[src/rtl/seq_alu_if.sv]
// Operand/result bus for seq_alu.
//
// Handshake rules, both channels:
//   - A transfer happens on a rising clk edge where valid && ready are both high.
//   - The producer must keep its payload stable while valid is high and ready is low.
//   - The producer may not withdraw valid before the transfer completes.
//   - in_ready is high only while the ALU is idle.
//   - out_valid stays high, with the result held, until out_ready is seen.
interface seq_alu_if #(
  parameter int N = 8
);
  // Operand channel (producer -> ALU)
  logic         in_valid;
  logic         in_ready;
  logic [3:0]   op;
  logic [N-1:0] a;
  logic [N-1:0] b;
  logic         cin;

  // Result channel (ALU -> consumer)
  logic         out_valid;
  logic         out_ready;
  logic [N-1:0] out;
  logic         cout;
  logic         overflow;
  logic         sign;
  logic         zero;
  logic         divz;

  // Operand fetch / writeback side
  modport master (
    output in_valid, op, a, b, cin, out_ready,
    input  in_ready, out_valid, out, cout, overflow, sign, zero, divz
  );

  // ALU side
  modport slave (
    input  in_valid, op, a, b, cin, out_ready,
    output in_ready, out_valid, out, cout, overflow, sign, zero, divz
  );
endinterface

[src/rtl/seq_alu.sv]
// Registered multi-cycle ALU.
// Single-cycle ops are evaluated in one EXEC cycle. MUL/SMUL/UDIV/UREM run
// N shift-add or restoring-divide steps in ITER. They then pass through EXEC,
// where the final result and flags are formed from the partials.
// EXEC loads the result registers and the FSM moves to DONE.
// out_valid rises one cycle after entering DONE.
// Latency from accept is therefore 2 cycles for single-cycle ops.
// It is N+2 cycles for iterative ops.
module seq_alu #(
  parameter int N  = 8,
  parameter int SW = $clog2(N)
) (
  input  logic       clk,
  input  logic       rst,
  seq_alu_if.slave   bus,
  output logic [1:0] fsm_state
);

  typedef enum logic [1:0] {
    IDLE = 2'd0,
    ITER = 2'd1,
    EXEC = 2'd2,
    DONE = 2'd3
  } state_t;

  localparam logic [3:0] OP_ADD  = 4'd0;
  localparam logic [3:0] OP_SUB  = 4'd1;
  localparam logic [3:0] OP_AND  = 4'd2;
  localparam logic [3:0] OP_OR   = 4'd3;
  localparam logic [3:0] OP_XOR  = 4'd4;
  localparam logic [3:0] OP_LSL  = 4'd5;
  localparam logic [3:0] OP_LSR  = 4'd6;
  localparam logic [3:0] OP_ASR  = 4'd7;
  localparam logic [3:0] OP_MUL  = 4'd8;
  localparam logic [3:0] OP_SMUL = 4'd9;
  localparam logic [3:0] OP_UDIV = 4'd10;
  localparam logic [3:0] OP_UREM = 4'd11;

  localparam logic [N-1:0]  N_LIT     = N'(N);
  localparam logic [SW-1:0] LAST_STEP = SW'(N - 1);

  state_t state_q, state_d;

  // Operands latched at accept
  logic [3:0]   opc_q;
  logic [N-1:0] opa_q;
  logic [N-1:0] opb_q;
  logic         cin_q;
  logic         neg_q;

  // Iteration partials.
  // Multiply: hi = running upper half, lo = multiplier shifting out / product low half.
  // Divide:   hi = partial remainder, lo = dividend shifting out / quotient shifting in.
  logic [N-1:0]  hi_q;
  logic [N-1:0]  lo_q;
  logic [SW-1:0] cnt_q;

  // Registered result
  logic         out_valid_q;
  logic [N-1:0] out_q;
  logic         cout_q;
  logic         ovf_q;
  logic         sign_q;
  logic         zero_q;
  logic         divz_q;

  logic         accept;
  logic         in_is_iter;
  logic [N-1:0] a_mag;
  logic [N-1:0] b_mag;

  assign accept     = (state_q == IDLE) && bus.in_valid;
  // A divide by zero takes the EXEC path and never enters ITER.
  assign in_is_iter = (bus.op == OP_MUL) || (bus.op == OP_SMUL) ||
                      (((bus.op == OP_UDIV) || (bus.op == OP_UREM)) && (bus.b != '0));
  // Magnitudes for signed multiply.
  // The most negative value maps to 2^(N-1), which still fits unsigned in N bits.
  assign a_mag = bus.a[N-1] ? -bus.a : bus.a;
  assign b_mag = bus.b[N-1] ? -bus.b : bus.b;

  assign bus.in_ready  = (state_q == IDLE);
  assign bus.out_valid = out_valid_q;
  assign bus.out       = out_q;
  assign bus.cout      = cout_q;
  assign bus.overflow  = ovf_q;
  assign bus.sign      = sign_q;
  assign bus.zero      = zero_q;
  assign bus.divz      = divz_q;
  assign fsm_state     = state_q;

  // ---------------------------------------------------------------
  // One iteration step for the multi-cycle ops
  // ---------------------------------------------------------------
  logic [N:0]   mul_sum;
  logic [N:0]   div_sh;
  logic [N:0]   div_diff;
  logic         div_fits;
  logic [N-1:0] step_hi;
  logic [N-1:0] step_lo;

  // Shift-add multiply step or restoring divide step, selected by the latched op.
  always_comb begin
    mul_sum  = {1'b0, hi_q} + (lo_q[0] ? {1'b0, opa_q} : '0);
    div_sh   = {hi_q, lo_q[N-1]};
    div_diff = div_sh - {1'b0, opb_q};
    // Partial remainder stays below the divisor, so the difference fits in N+1 signed bits.
    div_fits = ~div_diff[N];
    step_hi  = hi_q;
    step_lo  = lo_q;
    if ((opc_q == OP_MUL) || (opc_q == OP_SMUL)) begin
      step_hi = mul_sum[N:1];
      step_lo = {mul_sum[0], lo_q[N-1:1]};
    end else begin
      step_hi = div_fits ? div_diff[N-1:0] : div_sh[N-1:0];
      step_lo = {lo_q[N-2:0], div_fits};
    end
  end

  // ---------------------------------------------------------------
  // Result formation in EXEC
  // ---------------------------------------------------------------
  logic [N:0]          sum_w;
  logic [N:0]          diff_w;
  logic [N:0]          lsl_w;
  logic [N:0]          lsr_w;
  logic signed [N:0]   asr_w;
  logic                shift_zero;
  logic                shift_big;
  logic [2*N-1:0]      prod;
  logic [2*N-1:0]      sprod;
  logic [N-1:0]        res_out;
  logic                res_cout;
  logic                res_ovf;
  logic                res_divz;

  // Evaluate the latched op (or finalise the iterative partials) into result and flags.
  always_comb begin
    sum_w  = {1'b0, opa_q} + {1'b0, opb_q} + {{N{1'b0}}, cin_q};
    diff_w = {1'b0, opa_q} - {1'b0, opb_q} - {{N{1'b0}}, cin_q};
    // One extra bit on the side the data leaves from catches the last bit shifted out.
    lsl_w  = {1'b0, opa_q} << opb_q;
    lsr_w  = {opa_q, 1'b0} >> opb_q;
    asr_w  = $signed({opa_q, 1'b0}) >>> opb_q;
    shift_zero = (opb_q == '0);
    shift_big  = (opb_q > N_LIT);
    prod   = {hi_q, lo_q};
    sprod  = neg_q ? -prod : prod;

    res_out  = '0;
    res_cout = 1'b0;
    res_ovf  = 1'b0;
    res_divz = 1'b0;

    case (opc_q)
      OP_ADD: begin
        res_out  = sum_w[N-1:0];
        res_cout = sum_w[N];
        res_ovf  = (opa_q[N-1] == opb_q[N-1]) && (sum_w[N-1] != opa_q[N-1]);
      end
      OP_SUB: begin
        res_out  = diff_w[N-1:0];
        res_cout = diff_w[N];
        res_ovf  = (opa_q[N-1] != opb_q[N-1]) && (diff_w[N-1] != opa_q[N-1]);
      end
      OP_AND: res_out = opa_q & opb_q;
      OP_OR:  res_out = opa_q | opb_q;
      OP_XOR: res_out = opa_q ^ opb_q;
      OP_LSL: begin
        if (shift_zero) begin
          res_out = opa_q;
        end else if (!shift_big) begin
          res_out  = lsl_w[N-1:0];
          res_cout = lsl_w[N];
        end
      end
      OP_LSR: begin
        if (shift_zero) begin
          res_out = opa_q;
        end else if (!shift_big) begin
          res_out  = lsr_w[N:1];
          res_cout = lsr_w[0];
        end
      end
      OP_ASR: begin
        if (shift_zero) begin
          res_out = opa_q;
        end else if (shift_big) begin
          res_out  = {N{opa_q[N-1]}};
          res_cout = opa_q[N-1];
        end else begin
          res_out  = asr_w[N:1];
          res_cout = asr_w[0];
        end
      end
      OP_MUL: begin
        res_out = prod[N-1:0];
        res_ovf = |prod[2*N-1:N];
      end
      OP_SMUL: begin
        res_out = sprod[N-1:0];
        res_ovf = !((&sprod[2*N-1:N-1]) || (~|sprod[2*N-1:N-1]));
      end
      OP_UDIV: begin
        if (opb_q == '0) begin
          res_out  = '1;
          res_divz = 1'b1;
        end else begin
          res_out = lo_q;
        end
      end
      OP_UREM: begin
        if (opb_q == '0) begin
          res_out  = opa_q;
          res_divz = 1'b1;
        end else begin
          res_out = hi_q;
        end
      end
      default: res_out = '0;
    endcase
  end

  // ---------------------------------------------------------------
  // Control FSM
  // ---------------------------------------------------------------

  // State register
  always_ff @(posedge clk) begin
    if (rst) state_q <= IDLE;
    else     state_q <= state_d;
  end

  // Next-state logic. DONE never accepts directly, so results do not overlap.
  always_comb begin
    state_d = state_q;
    case (state_q)
      IDLE: if (bus.in_valid) state_d = in_is_iter ? ITER : EXEC;
      ITER: if (cnt_q == LAST_STEP) state_d = EXEC;
      EXEC: state_d = DONE;
      DONE: if (out_valid_q && bus.out_ready) state_d = IDLE;
      default: state_d = IDLE;
    endcase
  end

  // ---------------------------------------------------------------
  // Datapath registers
  // ---------------------------------------------------------------

  // Latch operands on accept and advance the partials each ITER cycle.
  always_ff @(posedge clk) begin
    if (rst) begin
      opc_q <= '0;
      opa_q <= '0;
      opb_q <= '0;
      cin_q <= 1'b0;
      neg_q <= 1'b0;
      hi_q  <= '0;
      lo_q  <= '0;
      cnt_q <= '0;
    end else if (accept) begin
      opc_q <= bus.op;
      opa_q <= bus.a;
      opb_q <= bus.b;
      cin_q <= bus.cin;
      neg_q <= 1'b0;
      hi_q  <= '0;
      lo_q  <= bus.a;
      cnt_q <= '0;
      if (bus.op == OP_MUL) begin
        lo_q <= bus.b;
      end else if (bus.op == OP_SMUL) begin
        opa_q <= a_mag;
        lo_q  <= b_mag;
        neg_q <= bus.a[N-1] ^ bus.b[N-1];
      end
    end else if (state_q == ITER) begin
      hi_q  <= step_hi;
      lo_q  <= step_lo;
      cnt_q <= cnt_q + 1'b1;
    end
  end

  // Capture the result in EXEC.
  // Raise out_valid a cycle later and drop it on the consumer handshake.
  always_ff @(posedge clk) begin
    if (rst) begin
      out_valid_q <= 1'b0;
      out_q       <= '0;
      cout_q      <= 1'b0;
      ovf_q       <= 1'b0;
      sign_q      <= 1'b0;
      zero_q      <= 1'b0;
      divz_q      <= 1'b0;
    end else begin
      if (state_q == EXEC) begin
        out_q  <= res_out;
        cout_q <= res_cout;
        ovf_q  <= res_ovf;
        sign_q <= res_out[N-1];
        zero_q <= (res_out == '0);
        divz_q <= res_divz;
      end
      if ((state_q == DONE) && !out_valid_q) begin
        out_valid_q <= 1'b1;
      end else if (out_valid_q && bus.out_ready) begin
        out_valid_q <= 1'b0;
      end
    end
  end

endmodule
[src/flat_wrapper.sv]
// flat-port wrapper written by rule: the top's interface ports become plain ports
module seq_alu_flat 
#(
  parameter int N  = 8,
  parameter int SW = $clog2(N)
)
  (clk, rst, fsm_state, bus_in_valid, bus_op, bus_a, bus_b, bus_cin, bus_out_ready, bus_in_ready, bus_out_valid, bus_out, bus_cout, bus_overflow, bus_sign, bus_zero, bus_divz);
  seq_alu_if #(.N(N)) bus_i ();
  input  logic clk;
  input  logic rst;
  output logic [1:0] fsm_state;
  input wire logic [$bits(bus_i.in_valid)-1:0] bus_in_valid;
  input wire logic [$bits(bus_i.op)-1:0] bus_op;
  input wire logic [$bits(bus_i.a)-1:0] bus_a;
  input wire logic [$bits(bus_i.b)-1:0] bus_b;
  input wire logic [$bits(bus_i.cin)-1:0] bus_cin;
  input wire logic [$bits(bus_i.out_ready)-1:0] bus_out_ready;
  output wire logic [$bits(bus_i.in_ready)-1:0] bus_in_ready;
  output wire logic [$bits(bus_i.out_valid)-1:0] bus_out_valid;
  output wire logic [$bits(bus_i.out)-1:0] bus_out;
  output wire logic [$bits(bus_i.cout)-1:0] bus_cout;
  output wire logic [$bits(bus_i.overflow)-1:0] bus_overflow;
  output wire logic [$bits(bus_i.sign)-1:0] bus_sign;
  output wire logic [$bits(bus_i.zero)-1:0] bus_zero;
  output wire logic [$bits(bus_i.divz)-1:0] bus_divz;
  assign bus_i.in_valid = bus_in_valid;
  assign bus_i.op = bus_op;
  assign bus_i.a = bus_a;
  assign bus_i.b = bus_b;
  assign bus_i.cin = bus_cin;
  assign bus_i.out_ready = bus_out_ready;
  assign bus_in_ready = bus_i.in_ready;
  assign bus_out_valid = bus_i.out_valid;
  assign bus_out = bus_i.out;
  assign bus_cout = bus_i.cout;
  assign bus_overflow = bus_i.overflow;
  assign bus_sign = bus_i.sign;
  assign bus_zero = bus_i.zero;
  assign bus_divz = bus_i.divz;
  seq_alu #(.N(N), .SW(SW)) u_core (.clk(clk), .rst(rst), .bus(bus_i), .fsm_state(fsm_state));
endmodule
[config.mk]
export PLATFORM = sky130hd
export DESIGN_NAME = seq_alu_flat
export DESIGN_NICKNAME = d
export VERILOG_FILES = /design/src/rtl/seq_alu_if.sv /design/src/rtl/seq_alu.sv /design/src/flat_wrapper.sv
export SDC_FILE = /design/constraint.sdc
export NUM_CORES = 1
export LEC_CHECK = 0
export CAP_MARGIN = 15
export CORE_UTILIZATION = 62
export CTS_CLUSTER_DIAMETER = 60
export CTS_CLUSTER_SIZE = 24
export DETAILED_ROUTE_END_ITERATION = 6
export PLACE_DENSITY_LB_ADDON = 0.12
export SLEW_MARGIN = 25
export SYNTH_ARGS = -nofsm -noshare
export SYNTH_HDL_FRONTEND = slang
export SYNTH_SLANG_ARGS = --single-unit
[constraint.sdc]
create_clock -name clk -period 4.3 [get_ports clk]
set_input_delay 0.645 -clock clk [delete_from_list [all_inputs] [get_ports clk]]
set_output_delay 0.645 -clock clk [all_outputs]
set_load 0.01 [all_outputs]
# --- Yosys cells after proc, flatten, opt, wreduce, memory -nomap -nowiden ---
# Cells that the tools add are included.
classes:
  muxes: 41
  order_cmp: 1
  n_reduce_logical: 27
  n_shift: 3
  bitwise_logic: 5
  addsub: 10
  eq_ne: 26
op_table:
  columns: ["cell", "n"]
  rows:
  - ["two-way mux 8 bit", 20]
  - ["one-hot mux 8 bit (12 select lines)", 1]
  - ["equality test 4 bit, second input constant", 8]
  - ["equality test 4 x 3 -> 1 bit, second input constant", 4]
  - ["zero test 8 bit", 2]
  - ["two-way mux 16 bit", 1]
  - ["negator 16 bit", 1]
  - ["negator 8 bit", 2]
  - ["two-way mux 1 bit", 12]
  - ["adder 8 x 8 -> 9 bit", 1]
  - ["adder 8 x 9 -> 9 bit", 1]
  - ["adder 9 x 1 -> 9 bit", 1]
  - ["AND reduction 9 bit", 1]
  - ["OR reduction 9 bit", 1]
  - ["<< shifter 8 x 8 -> 9 bit", 1]
  - ["right shift 9 x 8 -> 9 bit", 1]
  - [">>> shifter 9 x 8 -> 9 bit", 1]
  - ["subtractor 8 x 8 -> 9 bit", 1]
  - ["subtractor 9 x 1 -> 9 bit", 1]
  - ["subtractor 9 x 8 -> 9 bit", 1]
  - ["AND 8 bit", 1]
  - ["equality test 4 x 2 -> 1 bit, second input constant", 2]
  - ["> comparator 8 x 4 -> 1 bit, second input constant", 1]
  - ["two-way mux 2 bit", 4]
  - ["26 further kinds", 43]
totals:
  wordCells: 129
  in_bits: 25
  ff_bits: 57
  output_inout_bits: 17

# --- Longest topological paths before layout ---
# Gate-level depths: netlist of the first run.
logic_depth:
  word_depth: 7
  depth_mapped: 14
  depth_no_buf: 13

# --- Worst setup path before layout of the first run ---
# Ideal clock, no wire load.
synth_timing:
  path_kind: "register to register"
  startpoint: "reg u_core.opb_q[0]"
  endpoint: "reg u_core.sign_q, in the netlist u_core.bus.sign"
  t_required_ns: 4.184
  path_buffers: 1
  arrival_time_ns: 3.255
  path_stages_with_launch: 13
  setup_slack_ns: 0.929
  setup_time_ns: 0.116
  period_less_slack_ns: 3.371
  path_cell_list: "dfxtp_1 -> buf_4 -> clkinv_1 -> fa_1 -> ha_1 -> o21ai_0 -> nand2_1 -> o31ai_1 -> o22ai_1 -> a31oi_1 -> o22ai_1 -> or4_1 -> o211a_1"
synth_between:
  elab_chain_len: 4
synth_rtl:
  columns: ["item", "line", "text"]
  rows:
  - ["start: declaration", "seq_alu.sv:47", "logic [N-1:0] opb_q;"]
  - ["start signal: assignment", "seq_alu.sv:263", "opb_q <= bus.b;"]
  - ["parallel branches: the longest is 3 deep, another holds subtractor 8 x 8 -> 9 bit", null, null]
  - ["one-hot mux 8 bit (12 select lines) (*)", "seq_alu.sv:154", "case (opc_q)"]
  - ["end signal: assignment", "seq_alu.sv:299", "sign_q <= res_out[N-1];"]
  - ["end: declaration", "seq_alu.sv:63", "logic sign_q;"]
# Every way passes the cells marked *.
# A chain may end at the register's enable or synchronous reset.

# --- Worst setup path after layout of the first run ---
# Ends and elaborated chain as after synthesis.

==> results, run 1 <==
- In this run, synthesis inferred 0 flip-flops with an integrated enable.
- The total via count after detailed routing is 7,657.
- Dividing total power by cell area gives a power density of slightly below 600 nW/um2.
- The kind of end point of the critical path is a flop.
- The number of maximum-capacitance constraint violations is 0.
- The clock reaches the later pin of the worst-skew pair after 0.35 ns.
- Buffers inserted to repair hold after CTS numbered 0.
- Across the VDD grid, the largest voltage drop is 0.534 mV.
- Counting every sink on the clock net gives between 50 and 60.
- The clock network burns under 10% of the power.
- For this run, the detailed router's first-pass iteration total came to 6.
- The number of I/O pins is between 40 and 50.
- The H-tree was split into 2 levels.
- Net switching is 53.8% of the power.
- Compared with the post-synthesis result, the final layout area differs by 8.82%.
- The via count normalized by instance count is just over 7.
- The effective utilization at floorplan is approximately 64%.
- The root buffer cell chosen for the clock tree is sky130_fd_sc_hd__clkbuf_8.
- At the end of routability-driven placement, the weighted congestion stood at 1.07.
- The die span in y is 105 um.
- Yosys mapped the design onto 78 distinct sky130hd cell types.
- The cell area that synthesis handed to floorplanning was between 6000 and 7000 um2.
- In this run the worst setup path begins at u_core.opb_q[0].
- Setup repair after global routing left no endpoint under its margin.
- The post-synthesis sequential area ratio is approximately 17%.
- The sequential fraction of design power is 22.2%.
- The worst register-to-register path has a setup slack of 0.51 ns.
- In the synthesized netlist the dominant register cell turns out to be sky130_fd_sc_hd__dfxtp_1.
- Entering global routing, the biggest net connects 38 pins.
- For this run, design rule violations remaining after detail routing come to 0.
- The number of antenna violations at the first check in global routing is 0.
- In this run the core area contains 37 standard-cell rows.
- Walking the worst path, the cells encountered are buf_4 > clkinv_1 > fa_1 > ha_1 > o21ai_0 > nand2_1 > o31ai_1 > o22ai_1 > a31oi_1 > o22ai_1 > or4_1 > o211a_1.
- In this run the post-CTS setup repair buffer count came out at 0.
- Static timing analysis puts the maximum clock frequency at between 200 and 300 MHz.
- The worst clock skew is 0.0277 ns.
- The most critical setup path has its endpoint at u_core.bus.sign.
- The post-CTS clock slew at the launch and capture registers of the worst setup and hold paths is 0.14 ns.
- Summed over all nets, the half-perimeter wirelength after detailed placement is 18.4 mm.
- The cell count after placement is between 1,000 and 1,500.
- Dividing the detail-routed wire length by the instance count gives 22.7 um.
- The critical path data arrival time is 4.05 ns.
- The number of nets handed over by synthesis was 1,015.
- The region available for standard cell placement spans 10,400 um2.
- The highest fanout seen on the critical path is 12.
- The path class of the lowest-slack min-delay path is flop to flop.
- The routed wire length is ~24 mm.
- Synthesis produced 929 cells.
- Summed over all layers, the global routing overflow is 0.
- For this run, the post-layout net count is 1,016.
- The number of cells on the worst reg-to-reg path is 12.
- Global routing used 43.7% of the available tracks across all layers.
- The relative slew slack is 38.0%.
- The number of cells in the finished layout apart from fillers is between 1,000 and 1,500.
- At the pin with the least slew margin, the transition time is 0.931 ns.
- The leakage dissipation is 2.63 nW.
- The number of buffers created by CTS is 5.
- The number of filler cells placed in the layout is 865.
- Input and output buffers added on the ports amount to between 40 and 50.
- In this run the critical register-to-register path is captured at u_core.bus.sign.
- The number of global-route vias before repair came to about 7,000.
- The most repeated library cell on the critical path is sky130_fd_sc_hd__o22ai_1.
- The worst register-to-register path begins at u_core.opb_q[0].
- The post-route clock period utilization is between 80% and 90%.
- The kind of start point of the critical path is a flop.
- The flow ran to the end, and the final reports show no timing, DRC or antenna violations.
- The cell internal power dissipation is approximately 0.0020 W.
- The first routing iteration left 1,231 violations.
- Counting along the longest clock path gives a buffer depth of 2.
- Setup violations remaining at the end of the flow were counted as 0.
- The flip-flop and latch count after synthesis is 56.
- The stage delay of the slowest cell on the critical path is around 0.56 ns.
- The number of gates resized after CTS was 0.
- The overall die area is 11,100 um2.
- The first global-routing pass estimated 37.9 mm of wire.
- The CTS tree is yes.
- The critical path is of the flop to flop type.
- 0 antenna diodes ended up in the layout.
- The chip width is about 110 um.
- The worst path needs 3.79 ns of the cycle, external delays included.
- The setup TNS is 0 ns.
- For this run, asynchronously set or reset flops after synthesis account for 0%.
- The fraction of final layout cells sized beyond drive strength 1 is 6.55%.
- The count of final max-slew check failures was 0.
- In this run the power spent charging and discharging nets is 0.00231 W.
- A synthesized cell averages just over 7 um2.
- The total count of hold-check failures in the final report is 0.
- The residual antenna-violating net count after detailed routing is 0.
- Yosys printed 0 warnings.
- STA puts the critical path data required time at 4.56 ns.
- The share of total power dissipated in combinational logic is 69.8%.
- The slowest cell on the critical path is sky130_fd_sc_hd__fa_1.
## stage by stage
stage,utilization (%),cell area (um2),hold slack (ns),setup WS [ns],power (W)
floorplan,-,6640,0.465,0.929,0.00294
global placement,68.5,7110,0.451,0.701,0.00372
detailed placement,68.6,7110,0.460,0.618,0.00380
CTS,69.6,7210,0.477,0.575,0.00415
global route,69.7,7230,0.503,0.324,0.00454
finish,69.7,7230,0.477,0.509,0.00429
## routing by layer
layer	wire, um	global-route usage, %	up-vias
met3	3080	9.21	140
li1	-	-	3410
met4	1500	22.5	0
met5	0	0	-
met1	8890	54.7	3505
met2	10700	70.7	602
## area by class of cell
class	instances	area, um2	share of cell area (%)
timing repair buffer	66	598	8.28
sequential	56	1120	15.5
inverter	53	199	2.75
clock buffer	5	68.8	0.952
tap	136	170	2.35
clock inverter	3	33.8	0.468
multi-input combinational	748	5030	69.7
## critical path, delay by kind of cell, from the launching register on
family | cells | cell delay [ns]
buffers and inverters | 2 | 0.52
flip-flops | 1 | 0.37
AND/OR/NAND/NOR | 2 | 0.65
AO/OA/AOI/OAI | 6 | 1.32
adder cells (fa/ha/maj) | 2 | 0.85
## sequential cells by signal, indices dropped and copies added (netlist names)
| signal | count |
|---|---|
| u_core.bus.cout | 1 |
| u_core.bus.divz | 1 |
| u_core.bus.out | 7 |
| u_core.bus.out_valid | 1 |
| u_core.bus.overflow | 1 |
| u_core.bus.sign | 1 |
| u_core.bus.zero | 1 |
| u_core.cin_q | 1 |
| u_core.cnt_q | 3 |
| u_core.fsm_state | 2 |
| u_core.hi_q | 8 |
| u_core.lo_q | 8 |
| u_core.neg_q | 1 |
| u_core.opa_q | 8 |
| u_core.opb_q | 8 |
| u_core.opc_q | 4 |
## logic make-up after synthesis
kind of cell | share of synthesized area (%)
buffers and inverters | 7.61
flip-flops | 16.9
AND/OR/NAND/NOR | 25.2
AO/OA/AOI/OAI | 29.3
multiplexers | 4.56
adder cells (fa/ha/maj) | 12.2
XOR/XNOR | 4.35
## worst min path at each step
stage | startpoint | end | slack, ns | depth (start not counted)
floorplan | u_core.cnt_q[1] | u_core.cnt_q[1] | 0.46 | 2
global placement | u_core.bus.divz | u_core.bus.divz | 0.45 | 2
detailed placement | u_core.bus.divz | u_core.bus.divz | 0.46 | 2
CTS | u_core.bus.divz | u_core.bus.divz | 0.48 | 2
global route | u_core.bus.divz | u_core.bus.divz | 0.50 | 2
finish | u_core.bus.divz | u_core.bus.divz | 0.48 | 2
## power groups by stage
stage	logic (W)	clock network [W]	registers, W
floorplan	0.00213	0	0.000811
global placement	0.00279	0	0.000921
detailed placement	0.00287	0	0.000935
CTS	0.00289	0.000338	0.000922
global route	0.00322	0.000360	0.000958
finish	0.00299	0.000346	0.000950
## layout by cell type, fill, tap and decap left out, types with 5 or more instances in the layout
cell type	Yosys	layout
sky130_fd_sc_hd__fa_1	6	6
sky130_fd_sc_hd__inv_1	48	48
sky130_fd_sc_hd__nand2_1	106	106
sky130_fd_sc_hd__dfxtp_1	56	56
sky130_fd_sc_hd__nand2b_1	15	15
sky130_fd_sc_hd__nor3b_1	7	7
sky130_fd_sc_hd__and3_1	9	9
sky130_fd_sc_hd__a21o_1	6	6
sky130_fd_sc_hd__o31ai_1	7	7
sky130_fd_sc_hd__nor4_2	3	5
sky130_fd_sc_hd__nor2_1	75	75
sky130_fd_sc_hd__mux2i_1	19	19
sky130_fd_sc_hd__o311ai_0	5	5
sky130_fd_sc_hd__nor3_1	23	23
sky130_fd_sc_hd__a31oi_1	16	16
sky130_fd_sc_hd__clkdlybuf4s50_1	0	41
sky130_fd_sc_hd__clkbuf_8	0	5
sky130_fd_sc_hd__nand3_1	28	28
sky130_fd_sc_hd__a32oi_1	8	8
sky130_fd_sc_hd__nor2b_1	13	13
sky130_fd_sc_hd__xor2_1	14	14
sky130_fd_sc_hd__a311oi_1	5	5
sky130_fd_sc_hd__xnor2_1	19	19
sky130_fd_sc_hd__a211oi_1	25	25
sky130_fd_sc_hd__a21oi_1	61	61
sky130_fd_sc_hd__o22ai_1	11	11
sky130_fd_sc_hd__or3_1	6	6
sky130_fd_sc_hd__o21a_1	7	7
sky130_fd_sc_hd__mux2_2	6	6
sky130_fd_sc_hd__buf_4	2	25
sky130_fd_sc_hd__nand4_1	8	8
sky130_fd_sc_hd__nor4_1	9	7
sky130_fd_sc_hd__o211ai_1	27	27
sky130_fd_sc_hd__o21ai_0	66	66
sky130_fd_sc_hd__ha_1	55	54
## Yosys cell counts (all sizes together) (7+ instances only)
| master | count | area, um2 |
|---|---|---|
| o211ai | 27 | 203 |
| nor3 | 24 | 125 |
| a32oi | 8 | 70.1 |
| and3 | 9 | 56.3 |
| a211oi | 26 | 200 |
| xor2 | 14 | 123 |
| inv | 49 | 184 |
| nand2b | 15 | 93.8 |
| xnor2 | 19 | 166 |
| nor4 | 13 | 115 |
| buf | 20 | 111 |
| o21a | 7 | 52.6 |
| nand3 | 28 | 140 |
| a21oi | 61 | 305 |
| dfxtp | 56 | 1120 |
| nand4 | 8 | 50.1 |
| a31oi | 16 | 100 |
| nor2 | 75 | 282 |
| mux2i | 19 | 190 |
| o21ai | 69 | 345 |
| o22ai | 11 | 68.8 |
| nand2 | 106 | 398 |
| nor2b | 13 | 81.3 |
| nor3b | 7 | 52.6 |
| clkbuf | 52 | 195 |
| ha | 55 | 688 |
| o31ai | 7 | 52.6 |
(Power assumes the default switching activity.)
==> inputs of run 2 (changes only) <==
--- a/config.mk
+++ b/config.mk
@@ -11,7 +11,9 @@
 export CTS_CLUSTER_SIZE = 24
 export DETAILED_ROUTE_END_ITERATION = 6
 export PLACE_DENSITY_LB_ADDON = 0.12
+export RECOVER_POWER = 100
 export SLEW_MARGIN = 25
 export SYNTH_ARGS = -nofsm -noshare
 export SYNTH_HDL_FRONTEND = slang
 export SYNTH_SLANG_ARGS = --single-unit
+export TNS_END_PERCENT = 5
==> run 2 against run 1 <==
  * First-iteration DRC count down 7.4%
  * Fmax up 0.56%
  * Sequential cell count unchanged
  * Critical path type unchanged
  * Largest cell class unchanged
  * Highest routed layer unchanged
  * Via count about the same
  * Register-to-register slack better by 0.02 ns
  * Total power down 1.1%
==> results, run 2 (synthesized netlist as in run 1, its figures left out) <==
- The minimum hold slack is 0.472 ns.
- For the pin with the worst max-slew slack, the measured transition is between 0.9 and 1 ns.
- The residual antenna-violating net count after detailed routing is 0.
- The flow ran to the end, and the final reports show no timing, DRC or antenna violations.
- The worst setup path endpoint is u_core.bus.sign.
- The number of cells upsized or downsized after cts is 0.
- The number of global-route vias before repair came to about 7,000.
- The overall die area is 11,100 um2.
- The net count of the finished layout is between 1,000 and 1,500.
- Summed over all failing endpoints, the final setup total negative slack is 0 ns.
- In this run the standard cell core region covers 10,400 um2.
- The total count of hold-check failures in the final report was 0.
- The area of all placed cells without fillers is around 7200 um2.
- The kind of end point of the critical path is a flop.
- The launching point of the worst reg2reg path is u_core.opb_q[0].
- The post-CTS setup repair buffer count is 0.
- The relative slew slack is 38.8%.
- The effective utilization at floorplan is 64.0%.
- The repair_antennas step left the layout with diodes totalling 0.
- The clock insertion delay at the later pin of the skew report is 0.34 ns.
- The fraction of power consumed by the clock network is 8.1%.
- Internal power comes to 0.00194 W.
- The worst path needs 3.77 ns of the cycle, external delays included.
- The worst setup path is launched from a flop.
- The largest single stage delay on the critical path is 0.55 ns.
- The post-CTS clock slew at the launch and capture registers of the worst setup and hold paths is 0.13 ns.
- In this run the worst setup path begins at u_core.opb_q[0].
- Counting the buffers created by CTS gives 5.
- The library cells used most frequently in the layout, excluding fill and tap cells, are 106 x sky130_fd_sc_hd__nand2_1, 75 x sky130_fd_sc_hd__nor2_1, 66 x sky130_fd_sc_hd__o21ai_0, 61 x sky130_fd_sc_hd__a21oi_1, 56 x sky130_fd_sc_hd__dfxtp_1.
- Once detailed placement completed, the half-perimeter wirelength came to 18.4 mm.
- The critical path goes through buf_4 > clkinv_1 > fa_1 > ha_1 > o21ai_0 > nand2_1 > o31ai_1 > o22ai_1 > a31oi_1 > o22ai_1 > or4_1 > o211a_1.
- The switching power of the nets is 0.00230 W.
- The cell area after placement is 7110 um2.
- After detailed routing, the number of vias per cell comes to 7.18.
- The overall track demand over capacity in global routing is 43.7%.
- Setup repair after global routing left no endpoint under its margin.
- Per report_power, the combinational group accounts for 69.5% of the total.
- The number of maximum-capacitance constraint violations is 0.
- The post-cts hold buffer count is 0.
- The slowest stage of the critical path belongs to the cell sky130_fd_sc_hd__fa_1.
- The detailed router placed between 7,000 and 8,000 vias in this run.
- Setup slack closes at 0.530 ns.
- The reg2reg setup slack is 0.53 ns.
- Pin placement for this block handled 42 I/O pins.
- At the end of routability-driven placement, the weighted congestion stood at 1.07.
- Measured along the y axis, the die boundary spans ~110 um.
- The sequential fraction of design power is 22.4%.
- The number of buffers on the longest clock path is 2.
- Setup violations remaining at the end of the flow were counted as 0.
- During placement, the flow inserted port buffers numbering 41.
- The post-route clock period utilization is 87.7%.
- The critical path data arrival time is 4.02 ns.
- The total overflow left after global routing is 0.
- Of all nets on the critical path, the largest fanout is 12.
- The H-tree generated during clock tree synthesis spans 2 levels.
- At the worst endpoint, the required time is ~4.6 ns.
- The violation count after the first detailed-route iteration is around 1,100.
- The CTS tree is yes.
- VDD sags by at most 0.531 mV.
- The most repeated library cell on the critical path is sky130_fd_sc_hd__o22ai_1.
- The pre-CTS setup slack is 0.618 ns.
- The tightest min-delay check is of the flop to flop type.
- From synthesis to final layout, the design area changed by 8.50%.
- Dividing the detail-routed wire length by the instance count gives 22.6 um.
- The chip width is 105 um.
- Derived from the worst setup path, the maximum achievable clock frequency is 265 MHz.
- The library cell used most frequently in the layout, excluding fill and tap cells, is sky130_fd_sc_hd__nand2_1.
- The leakage dissipation is 2.66 nW.
- Entering global routing, the biggest net connects 38 pins.
- The number of antenna violations at the first check in global routing is 0.
- The tree is rooted in a sky130_fd_sc_hd__clkbuf_8.
- Net switching is 54.2% of the power.
- The critical path is of the flop to flop type.
- The power per standard cell area is 589 nW/um2.
- The count of final max-slew check failures is 0.
- The global-route wire length before repair is 37.9 mm.
- The capture instance of the worst register-to-register path is u_core.bus.sign.
- For this design, the sink count on the clock tree is 56.
- The routed wire length is 24.2 mm.
- The standard-cell row count is 37.
- The number of cells on the worst reg-to-reg path is 12.
- The first detailed-routing pass ran for 7 iterations.
- The post-route netlist has 6.02% of its cells at a drive strength greater than 1.
- The worst clock skew is around 0.024 ns.
- The count of unresolved DRC violations after routing is 0.
==> run 2: worst min-delay path by stage <==
| stage | from | end | slack (ns) | depth (start not counted) |
|---|---|---|---|---|
| global placement | u_core.bus.divz | u_core.bus.divz | 0.45 | 2 |
| global route | u_core.bus.divz | u_core.bus.divz | 0.50 | 2 |
| floorplan | u_core.cnt_q[1] | u_core.cnt_q[1] | 0.46 | 2 |
| CTS | u_core.bus.divz | u_core.bus.divz | 0.48 | 2 |
| detailed placement | u_core.bus.divz | u_core.bus.divz | 0.46 | 2 |
| finish | u_core.bus.divz | u_core.bus.divz | 0.47 | 2 |
==> run 2: final cells by class <==
type | count | area, um2
repair buffers | 66 | 583
flip-flops and latches | 56 | 1120
multi-input cells | 748 | 5030
well taps | 136 | 170
inverters | 53 | 199
fillers | 875 | 3170
clock inverters | 3 | 33.8
clock buffers | 5 | 68.8
==> run 2: worst max-delay path, delay by kind of cell, from the launching register on <==
| family | cells | cell delay [ns] |
|---|---|---|
| flops | 1 | 0.37 |
| fa+ha+maj | 2 | 0.84 |
| simple gates | 2 | 0.66 |
| buf+inv | 2 | 0.50 |
| compound gates | 6 | 1.31 |
==> run 2: per-layer routing <==
metal | track usage, % | wire [um]
met5 | 0 | 0
met4 | 22.5 | 1450
met3 | 9.21 | 2970
met2 | 70.7 | 10800
met1 | 54.7 | 8930
==> run 2: power groups by stage <==
stage / clock (W) / sequential, W / combinational (W)
2_1_floorplan: 0 / 0.000811 / 0.00213
3_3_place_gp: 0 / 0.000921 / 0.00279
3_5_place_dp: 0 / 0.000935 / 0.00287
4_1_cts: 0.000338 / 0.000922 / 0.00289
5_1_grt: 0.000360 / 0.000956 / 0.00318
6_report: 0.000344 / 0.000948 / 0.00295
==> run 2: per-stage QoR <==
stage	utilization, %	power [W]	std cells
3_3_place_gp	68.5	0.00372	1059
2_1_floorplan	-	0.00294	929
3_5_place_dp	68.6	0.00380	1059
4_1_cts	69.6	0.00415	1067
5_1_grt	69.5	0.00449	1067
6_report	69.5	0.00424	1067
==> inputs of run 3 (changes only) <==
--- a/config.mk
+++ b/config.mk
@@ -6,8 +6,8 @@
 export NUM_CORES = 1
 export LEC_CHECK = 0
 export CAP_MARGIN = 15
-export CORE_UTILIZATION = 62
-export CTS_CLUSTER_DIAMETER = 60
+export CORE_UTILIZATION = 57
+export CTS_CLUSTER_DIAMETER = 30
 export CTS_CLUSTER_SIZE = 24
 export DETAILED_ROUTE_END_ITERATION = 6
 export PLACE_DENSITY_LB_ADDON = 0.12
==> constraint.sdc (replaced) <==
create_clock -name clk -period 4.81 [get_ports clk]
set_input_delay 0.7215 -clock clk [delete_from_list [all_inputs] [get_ports clk]]
set_output_delay 0.7215 -clock clk [all_outputs]
set_load 0.01 [all_outputs]
==> run 3 against run 2 <==
  * Sequential cell count stayed put
  * First-iteration DRC count is 26% lower
  * Die area is 8.6% higher
  * Largest cell class unchanged
  * Clock skew is 0.013 ns lower
  * Global-route usage is 2.7 points lower
  * Fmax is 4.3% higher
  * Non-clock buffer count is 8 lower
==> results, run 3 (synthesized netlist as in run 1, its figures left out) <==
- The flow ran to the end, and the final reports show no timing, DRC or antenna violations.
- The number of buffers created by CTS is 5.
- The worst register-to-register path begins at u_core.opb_q[0].
- The number of buffers on the longest clock path is 2.
- The minimum clock period after layout is 3.62 ns.
- The detailed router placed 7,504 vias in this run.
- The violation count after the first detailed-route iteration is roughly 840.
- The number of sinks driven by the clock tree is 56.
- Clock latency on the worst-skew pair, taken at its later pin, is 0.32 ns.
- After clock tree synthesis, the flow added hold-fix buffers numbering 0.
- The post-CTS clock slew at the launch and capture registers of the worst setup and hold paths is about 0.08 ns.
- The number of global-route vias before repair came to slightly below 7,000.
- For this block, wires on met1 add up to 9.44 mm.
- The number of cells upsized or downsized after cts is 0.
- The fraction of final layout cells sized beyond drive strength 1 is 5.31%.
- On the critical path the largest part of the delay comes from compound AO/OA/AOI/OAI gates.
- The total count of hold-check failures in the final report came to 0.
- Detailed placement finished with a half-perimeter wire length of 18.4 mm.
- The maximum operating frequency is between 200 and 300 MHz.
- The capture instance of the worst register-to-register path is u_core.bus.zero.
- The region available for standard cell placement spans 11,400 um2.
- The CTS tree is yes.
- After layout, the worst setup slack is ~1.2 ns.
- The start point of the worst hold path is u_core.bus.divz.
- The multi-input combinational cells in the finished layout cover a total of 5020 um2.
- Timing analysis after detailed placement gives a worst setup slack of 1.29 ns.
- The post-detailed-route wirelength per cell is 22.7 um.
- From left edge to right edge, the die measures 110 um.
- The area overhead of the layout relative to synthesis is 8.52%.
- After filler insertion, the fill cell instance count of the layout stands at 1,063.
- The standard-cell row count is 39.
- IR analysis of the VDD net gives a maximum drop of 0.453 mV.
- The cell at the root of the clock tree is sky130_fd_sc_hd__clkbuf_16.
- The post-CTS setup repair buffer count is 0.
- In this run the worst path has a maximum fanout of 9.
- The terminating pin of the worst hold path is u_core.bus.divz.
- The H-tree generated during clock tree synthesis spans 2 levels.
- Leaving out fill and tap cells, the most frequent cells in the layout are 106 x sky130_fd_sc_hd__nand2_1, 75 x sky130_fd_sc_hd__nor2_1, 66 x sky130_fd_sc_hd__o21ai_0, 61 x sky130_fd_sc_hd__a21oi_1, 56 x sky130_fd_sc_hd__dfxtp_1.
- In the detailed route, the total length drawn on met2 is approximately 11 mm.
- For this configuration, the core starts out at a cell density of roughly three fifths.
- Global routing finished with a remaining overflow of 0.
- The stage delay of the slowest cell on the critical path is 0.57 ns.
- The critical path data arrival time is 3.84 ns.
- The number of antenna violations at the first check in global routing is 0.
- The required time reported for the critical path endpoint is ~5 ns.
- At the pin with the least slew margin, the transition time is 1.38 ns.
- Routed signal wires occupy layers up through met4.
- The tool flagged a number of max-cap violations equal to 0.
- Setup repair after global routing left no endpoint under its margin.
- The reg2reg setup slack is 1.19 ns.
- The setup violation total in the final timing report is 0.
- Measured against its own limit, the worst slew margin works out to between 7 and 8%.
- After detailed routing, the total wire length is 24.1 mm.
- The class of the most critical setup path is flop to flop.
- Routability-driven placement finished with a final weighted congestion of ~1.0.
- Overall power consumption after layout is estimated at 0.00384 W.
- During I/O placement, the number of pins put on the boundary was 42.
- The path class of the lowest-slack min-delay path is flop to flop.
- The die is 110 um tall.
- For the final routed database, the setup TNS stands at 0 ns.
- For this design, the slowest cell found on the critical path is sky130_fd_sc_hd__fa_1.
- The critical path goes through clkinv_1 > fa_1 > ha_1 > o21ai_0 > nand2_1 > o31ai_1 > o22ai_1 > a31oi_1 > o22ai_1 > or4_1 > o31ai_1.
- Summed over all cells, the static leakage comes to 2.66 nW.
- The global-route wire length before repair is ~37 mm.
- The most common library cell in the layout ignoring fill and taps is sky130_fd_sc_hd__nand2_1.
- Using the TritonRoute via totals, the vias-per-cell ratio works out to 7.04.
- At the end of the flow the core is filled with cells to 63.4%.
- For the worst flop-to-flop path, the logic depth is 11.
- Buffers placed on the I/O ports in this run total 41.
- The length of the first detailed-routing pass in iterations is 6.
- The worst setup path is launched from a flop.
- Dividing the final minimum period by the clock period gives 75.2%.
- The count of final max-slew check failures came to 0.
- The overall track demand over capacity in global routing is 41.0%.
- The pin count of the biggest net entering global routing is 38.
- Counting both buffers and inverters, the worst setup path holds a total of 1.
- The worst setup path is captured at a flop.
- The overall die area is 12,100 um2.
- The wire length on met3 is 2.39 mm.
- The number of cells in the finished layout apart from fillers is approximately 1,100.
- The cell count after placement is 1,058.
- The register area is around 1100 um2.
- Counting instances, the worst hold path has a depth of 2.
- The residual antenna-violating net count after detailed routing is 0.
- The number of antenna repair diodes is 0.
- After detailed routing, the number of remaining DRC violations is 0.
- The clock arrives with 0.0110 ns of skew.
- The final layout net count is 1,008.
- For this design the ratio of total power to cell area is 533 nW/um2.
run 3: how the worst max path moves through the flow:
stage | from | endpoint | cells past startpoint
finish | u_core.opb_q[0] | u_core.bus.zero | 11
global route | u_core.opb_q[0] | u_core.bus.zero | 11
CTS | u_core.opb_q[0] | u_core.bus.zero | 11
detailed placement | u_core.opb_q[0] | u_core.bus.zero | 11
global placement | u_core.opb_q[0] | u_core.bus.sign | 11
floorplan | u_core.opb_q[0] | u_core.bus.sign | 12
run 3: where the power goes:
part | total [W] | internal [W] | switching [W] | leakage [nW]
clock network | 0.000412 | 0.000202 | 0.000210 | 0.0767
registers | 0.000877 | 0.000588 | 0.000289 | 0.459
logic | 0.00255 | 0.00102 | 0.00154 | 2.12
run 3: area by class of cell:
type | instances | area share [%]
Clock inverter | 3 | 0.399
Inverter | 53 | 2.76
Tap cell | 143 | 2.48
Clock buffer | 5 | 1.74
Timing Repair Buffer | 58 | 7.36
Multi-Input combinational cell | 748 | 69.7
Sequential cell | 56 | 15.6
run 3: worst reg2reg max path, cell delays in order, from the launching register on:
cell and delay, ns:
sky130_fd_sc_hd__dfxtp_1 0.34, sky130_fd_sc_hd__clkinv_1 0.31, sky130_fd_sc_hd__fa_1 0.57, sky130_fd_sc_hd__ha_1 0.30, sky130_fd_sc_hd__o21ai_0 0.08, sky130_fd_sc_hd__nand2_1 0.13
sky130_fd_sc_hd__o31ai_1 0.42, sky130_fd_sc_hd__o22ai_1 0.16, sky130_fd_sc_hd__a31oi_1 0.27, sky130_fd_sc_hd__o22ai_1 0.13, sky130_fd_sc_hd__or4_1 0.54, sky130_fd_sc_hd__o31ai_1 0.27
run 3: through the flow:
stage                     area (um2)  hold slack, ns
final                           7210           0.466
after global routing            7210           0.489
after CTS                       7220           0.472
after detailed placement        7070           0.462
after global placement          7060           0.452
after floorplan                 6640           0.465
run 3: routing by layer:
metal  vias to the layer above  GRT usage (%)
met4                         0           27.0
met1                      3505           51.2
met2                       501           65.2
met3                       108           6.05
met5                         -              0
li1                       3390              -
